===== src/rtl/fp_sched_pkg.sv =====
// Shared types and helpers for the FP writeback scheduler.
// Register-file geometry and packed-bus slot extraction.
package fp_sched_pkg;

    localparam int FREG_CNT = 32;
    localparam int FREG_W   = 5;
    localparam int FLEN     = 64;
    localparam int MAX_REQ  = 8;

    function automatic logic [FREG_W-1:0] slot_frd(
        input logic [FREG_W*MAX_REQ-1:0] bus,
        input int unsigned               i
    );
        return bus[i*FREG_W +: FREG_W];
    endfunction

endpackage


===== src/rtl/fp_writeback_scheduler_rr_arbiter.sv =====
// Round-robin arbiter: search starts at ptr and wraps.
// Produces a one-hot grant, its index and an any-grant flag.
module rr_arbiter #(
    parameter int N  = 4,
    parameter int IW = (N > 1) ? $clog2(N) : 1
) (
    input  logic [N-1:0]  req,
    input  logic [IW-1:0] ptr,
    output logic [N-1:0]  grant,
    output logic [IW-1:0] idx,
    output logic          any_grant
);

    // Walk offsets high to low so the nearest requester wins last.
    always_comb begin
        grant     = '0;
        idx       = '0;
        any_grant = 1'b0;
        for (int k = N - 1; k >= 0; k--) begin
            automatic int j = (int'(ptr) + k) % N;
            if (req[j]) begin
                grant     = '0;
                grant[j]  = 1'b1;
                idx       = IW'(j);
                any_grant = 1'b1;
            end
        end
    end

endmodule


===== src/rtl/fp_writeback_scheduler.sv =====
// FP register-file write-port scheduler with busy scoreboard.
// Arbitrates producers round-robin and stalls issue on RAW/WAW.
module fp_writeback_scheduler
    import fp_sched_pkg::*;
#(
    parameter int NUM_REQ = 4,
    parameter int FLEN    = 64
) (
    input  logic                    clk,
    input  logic                    reset,
    input  logic                    issue_valid,
    input  logic [4:0]              issue_frs1,
    input  logic [4:0]              issue_frs2,
    input  logic [4:0]              issue_frd,
    output logic                    issue_stall,
    input  logic [NUM_REQ-1:0]      req_valid,
    input  logic [5*NUM_REQ-1:0]    req_frd,
    input  logic [FLEN*NUM_REQ-1:0] req_data,
    output logic [NUM_REQ-1:0]      req_ready,
    output logic                    fwrite_en,
    output logic [4:0]              frd,
    output logic [FLEN-1:0]         fdata_in,
    output logic                    idle
);

    localparam int PW = $clog2(NUM_REQ);

    logic [FREG_CNT-1:0]       busy;
    logic [FREG_CNT-1:0]       busy_nxt;
    logic [PW-1:0]             rr_ptr;
    logic [NUM_REQ-1:0]        req_gated;
    logic [NUM_REQ-1:0]        grant;
    logic [PW-1:0]             g_idx;
    logic                      any_grant;
    logic                      accept;
    logic [FREG_W*MAX_REQ-1:0] frd_pad;
    logic [FREG_W-1:0]         g_frd;
    logic [FLEN-1:0]           g_data;

    assign req_gated = req_valid & {NUM_REQ{~reset}};

    rr_arbiter #(.N(NUM_REQ), .IW(PW)) u_arb (
        .req       (req_gated),
        .ptr       (rr_ptr),
        .grant     (grant),
        .idx       (g_idx),
        .any_grant (any_grant)
    );

    assign req_ready = grant;
    assign frd_pad   = (FREG_W*MAX_REQ)'(req_frd);
    assign g_frd     = slot_frd(frd_pad, 32'(g_idx));
    assign g_data    = req_data[32'(g_idx)*FLEN +: FLEN];

    assign issue_stall = ~reset & issue_valid
                       & (busy[issue_frs1] | busy[issue_frs2]
                       | busy[issue_frd]);
    assign accept      = issue_valid & ~issue_stall;
    assign idle        = ~|busy & ~fwrite_en;

    // Clear first so a same-cycle set on the same register wins.
    always_comb begin
        busy_nxt = busy;
        if (fwrite_en)
            busy_nxt[frd] = 1'b0;
        if (accept)
            busy_nxt[issue_frd] = 1'b1;
        busy_nxt[0] = 1'b0;
    end

    always_ff @(posedge clk or posedge reset) begin
        if (reset) begin
            busy      <= '0;
            rr_ptr    <= '0;
            fwrite_en <= 1'b0;
            frd       <= '0;
            fdata_in  <= '0;
        end else begin
            busy <= busy_nxt;
            if (any_grant) begin
                if (32'(g_idx) == NUM_REQ - 1)
                    rr_ptr <= '0;
                else
                    rr_ptr <= g_idx + 1'b1;
                fwrite_en <= (g_frd != '0);
                frd       <= g_frd;
                fdata_in  <= g_data;
            end else begin
                fwrite_en <= 1'b0;
            end
        end
    end

endmodule


===== config.mk =====
export PLATFORM = sky130hd
export DESIGN_NAME = fp_writeback_scheduler
export DESIGN_NICKNAME = d
export VERILOG_FILES = /design/src/rtl/fp_sched_pkg.sv /design/src/rtl/fp_writeback_scheduler_rr_arbiter.sv /design/src/rtl/fp_writeback_scheduler.sv
export SDC_FILE = /design/constraint.sdc
export NUM_CORES = 1
export LEC_CHECK = 0
export ABC_CLOCK_PERIOD_IN_PS = 6000
export BUFFER_PORTS_ARGS = -buffer_cell sky130_fd_sc_hd__buf_2
export CORE_AREA = 2 2 144 146
export DETAILED_ROUTE_END_ITERATION = 6
export DIE_AREA = 0 0 146 148
export PLACE_DENSITY = 0.79
export SLEW_MARGIN = 0
export SYNTH_ARGS = -nofsm -noshare
export SYNTH_HDL_FRONTEND = slang
export SYNTH_SLANG_ARGS = --single-unit
export TNS_END_PERCENT = 5

===== constraint.sdc =====
create_clock -name clk -period 6 [get_ports clk]
set_input_delay 1.2 -clock clk [delete_from_list [all_inputs] [get_ports clk]]
set_output_delay 1.2 -clock clk [all_outputs]
set_load 0.02 [all_outputs]

==> results <==
- Dividing the final minimum period by the clock period gives 0.754.
- Dividing the detail-routed wire length by the instance count gives 22.0 um.
- The prevailing post-synth register cell is sky130_fd_sc_hd__dfrtp_1.
- At the end of routability-driven placement, the weighted congestion stood at 1.01.
- The Yosys step of the flow raised 0 warnings.
- The die is 148 um tall.
- By area the synthesized netlist is led by sky130_fd_sc_hd__dfrtp_1, sky130_fd_sc_hd__mux2i_1, sky130_fd_sc_hd__o221a_2, sky130_fd_sc_hd__nand2_1, sky130_fd_sc_hd__mux4_2.
- In the global route stage, overall resource usage came out at 0.304.
- The core region is 0.0200 mm2.
- The run finished with clean final reports.
- Buffers inserted during clock tree synthesis total 9.
- For this run, the top clock speed supported by timing is 0.221 GHz.
- The deepest clock path buffer count is 2.
- The worst IR drop on VDD is approximately 0.00029 V.
- The final critical-path required period is 4.52 ns.
- In the final layout, the multi-input gates occupy 0.00583 mm2.
- The leading area contributor after synthesis is sky130_fd_sc_hd__dfrtp_1.
- The die is 146 um wide.
- The initialized floorplan defines 52 standard-cell rows.
- The number of search-and-repair iterations in the first detailed-routing pass is 7.
- The number of enable flip-flop cells after synthesis is 0.
- Data arrives at the worst endpoint at ~3.3 ns.
- The root buffer cell is sky130_fd_sc_hd__clkbuf_16.
- The worst hold path class is flip-flop to flip-flop.
- The starting utilization of the core area is 0.440.
- Detailed placement finished with a half-perimeter wire length of 24,100 um.
- The sequential fraction of the synthesis area is 0.292.
- The leading cell type in the layout, fill and taps excluded is sky130_fd_sc_hd__buf_2.
- In this run the tightest slew margin relative to its limit is 0.131.
- In the routed design, unresolved DRC markers number 0.
- The first routing iteration left 960 violations.
- The tool flagged a number of max-cap violations equal to 0.
- The count of port buffers added during placement is approximately 370.
- The final-report setup violation count is 0.
- A synthesized cell averages approximately 9.2 um2.
- Synthesis instantiated 52 different standard cells from the library.
- The maximum fanout encountered on the critical timing path is 32.
- The global-route wire length before repair is 52,400 um.
- In the layout the commonest cells are sky130_fd_sc_hd__buf_2, sky130_fd_sc_hd__nand2_1, sky130_fd_sc_hd__dfrtp_1.
- The class of the most critical setup path is primary input to primary output.
- Once the clock tree was built, the setup fixing pass inserted 0 buffers.
- The total overflow left after global routing is 0.
- The via count of the first global-routing pass is 9,506.
- The mapped cell area is 0.00883 mm2.
- The number of max-slew violations in the final report is 0.
- The category of the worst setup path capture point is a primary output.
- The share of cells above drive strength 1 is 0.415.
- The die covers 0.0216 mm2.
- The clock reaches the later pin of the worst-skew pair after between 0.3 and 0.4 ns.
- Of the post-synthesis cell area, the dominant cell type holds 0.292.
- In the final design database the tool counted 1,563 nets.
- In this run, post-CTS hold repair placed 0 buffers.
- The post-synthesis async set-or-reset flop share is 1.00.
- The total nets after synthesis is 1,257.
- The final wirelength is 33,900 um.
- The power density over the cells is 475 mW/mm2.
- The via count is 9,939.
- The detail route stage leaves a number of antenna-violating nets equal to 0.
- The final-layout fill cell count is roughly 1,800.
- The number of endpoints with negative hold slack in the final report is 0.
- At the pin with the least slew margin, the transition time is 1.30 ns.
- TritonCTS built the clock tree.
- The area growth from synthesis to layout is 25.9%.
- The maximum number of pins on one net before global-route repair is 72.
- In this run, synthesis produced a sequential element count of 103.
- The clock skew after layout is 0.0115 ns.
- Hold is met by 0.488 ns.
- In the synthesized netlist, the number of instances is approximately 960.
- The maximum level of the CTS H-tree is 3.
- The setup total negative slack is 0 ns.
- The detail-routed via count per cell is approximately 6.5.
- The post-cts gate resize count is 0.
- In the final layout, flip-flops and latches occupy 0.00258 mm2.
- The total leakage power is 0.00516 uW.
- The CTS clock-pin slew for the worst setup and hold paths is 0.08 ns.
- Setup repair after global routing left no endpoint under its margin.
- The top-level port count is 374.
- CTS saw 103 sinks.
- The worst setup path is launched from a primary input.
- The number of antenna violations at the first check in global routing came to 2.
- For the worst setup path, the data required time is 4.80 ns.
[kinds of logic after synthesis]
kind of cell	Yosys count	share of synthesized area
flops	103	0.292
mux	138	0.189
simple gates	262	0.145
buf+inv	105	0.0506
compound gates	343	0.318
fa+ha+maj	4	0.00567
[cell usage after synthesis (2+ instances only)]
cell type                  instances
sky130_fd_sc_hd__and2_1            3
sky130_fd_sc_hd__dfrtp_1         103
sky130_fd_sc_hd__nand4_1           2
sky130_fd_sc_hd__clkbuf_1         77
sky130_fd_sc_hd__mux4_2           21
sky130_fd_sc_hd__nand2_1         148
sky130_fd_sc_hd__mux2i_1          99
sky130_fd_sc_hd__inv_1             5
sky130_fd_sc_hd__nor2_1           12
sky130_fd_sc_hd__buf_1             6
sky130_fd_sc_hd__nor3b_1           8
sky130_fd_sc_hd__and3b_1           6
sky130_fd_sc_hd__o311ai_0          2
sky130_fd_sc_hd__buf_2             9
sky130_fd_sc_hd__o221ai_1         32
sky130_fd_sc_hd__o211ai_1         62
sky130_fd_sc_hd__nor4_1            9
sky130_fd_sc_hd__o21ai_0          81
sky130_fd_sc_hd__a221o_1          42
sky130_fd_sc_hd__nand3_1           4
sky130_fd_sc_hd__buf_6             4
sky130_fd_sc_hd__a31oi_1           7
sky130_fd_sc_hd__a311oi_1          2
sky130_fd_sc_hd__and3_1           42
sky130_fd_sc_hd__buf_4             3
sky130_fd_sc_hd__a22oi_1           3
sky130_fd_sc_hd__nor3_1            4
sky130_fd_sc_hd__a21oi_1           3
sky130_fd_sc_hd__o221a_2          60
sky130_fd_sc_hd__or3_1             4
sky130_fd_sc_hd__a221oi_1         39
sky130_fd_sc_hd__ha_1              4
sky130_fd_sc_hd__or4_1             5
sky130_fd_sc_hd__or3b_2            3
sky130_fd_sc_hd__mux2_2           17
sky130_fd_sc_hd__nand3b_1          8
[layer usage]
layer  track usage  vias up  share of wire
met3        0.0667       99          0.096
li1              -     4478              -
met1         0.400     4768           0.39
met2         0.489      594           0.48
met5             0        -              0
met4         0.121        0          0.034
[through the flow]
| stage | instances | worst slack, ns | total power (uW) | instance area [um2] | util |
|---|---|---|---|---|---|
| after floorplan | 955 | 0.832 | 3640 | 8830 | - |
| after global placement | 1520 | 1.54 | 4580 | 10800 | 0.540 |
| after detailed placement | 1520 | 1.51 | 4650 | 10800 | 0.540 |
| after CTS | 1536 | 1.50 | 5250 | 11100 | 0.554 |
| after global routing | 1538 | 1.35 | 5610 | 11100 | 0.555 |
| final | 1538 | 1.48 | 5280 | 11100 | 0.555 |
[final cells by class]
class | instances | area share
well taps | 270 | 0.0304
inverters | 6 | 0.00225
flip-flops and latches | 103 | 0.232
diodes | 2 | 0.000450
multi-input cells | 747 | 0.525
clock buffers | 9 | 0.0203
repair buffers | 394 | 0.183
clock inverters | 7 | 0.00597
[worst paths after layout]
check / start / endpoint / slack, ns / cells after the start
min in group asynchronous: reset / frd[1] / 0.86 / 2
max reg2reg: rr_ptr[1] / fdata_in[19] / 2.19 / 9
min reg2reg: fdata_in[48] / fdata_in[48] / 0.49 / 2
max in group asynchronous: reset / busy[25] / 4.23 / 3
max: issue_frd[0] / issue_stall / 1.48 / 9
min: fdata_in[48] / fdata_in[48] / 0.49 / 2
[worst max-delay path, stage by stage]
cell,delay (ns)
sky130_fd_sc_hd__buf_2,0.28
sky130_fd_sc_hd__mux4_2,0.55
sky130_fd_sc_hd__a22oi_1,0.19
sky130_fd_sc_hd__o2111ai_1,0.14
sky130_fd_sc_hd__a311oi_1,0.23
sky130_fd_sc_hd__a41oi_1,0.14
sky130_fd_sc_hd__buf_4,0.24
sky130_fd_sc_hd__and2_1,0.18
sky130_fd_sc_hd__buf_2,0.15
[power breakdown]
part	leakage, uW	internal, uW	switching, uW
Combinational	0.00382	1380	1890
Clock	0.000141	292	301
Sequential	0.00120	1040	376
Total	0.00516	2720	2570
[registers in the layout, summed over array words and instances (netlist names)]
register and cells:
fdata_in 64, fwrite_en 1, frd 5, busy 31, rr_ptr 2
Note: power is estimated with default switching activity, not from simulation.
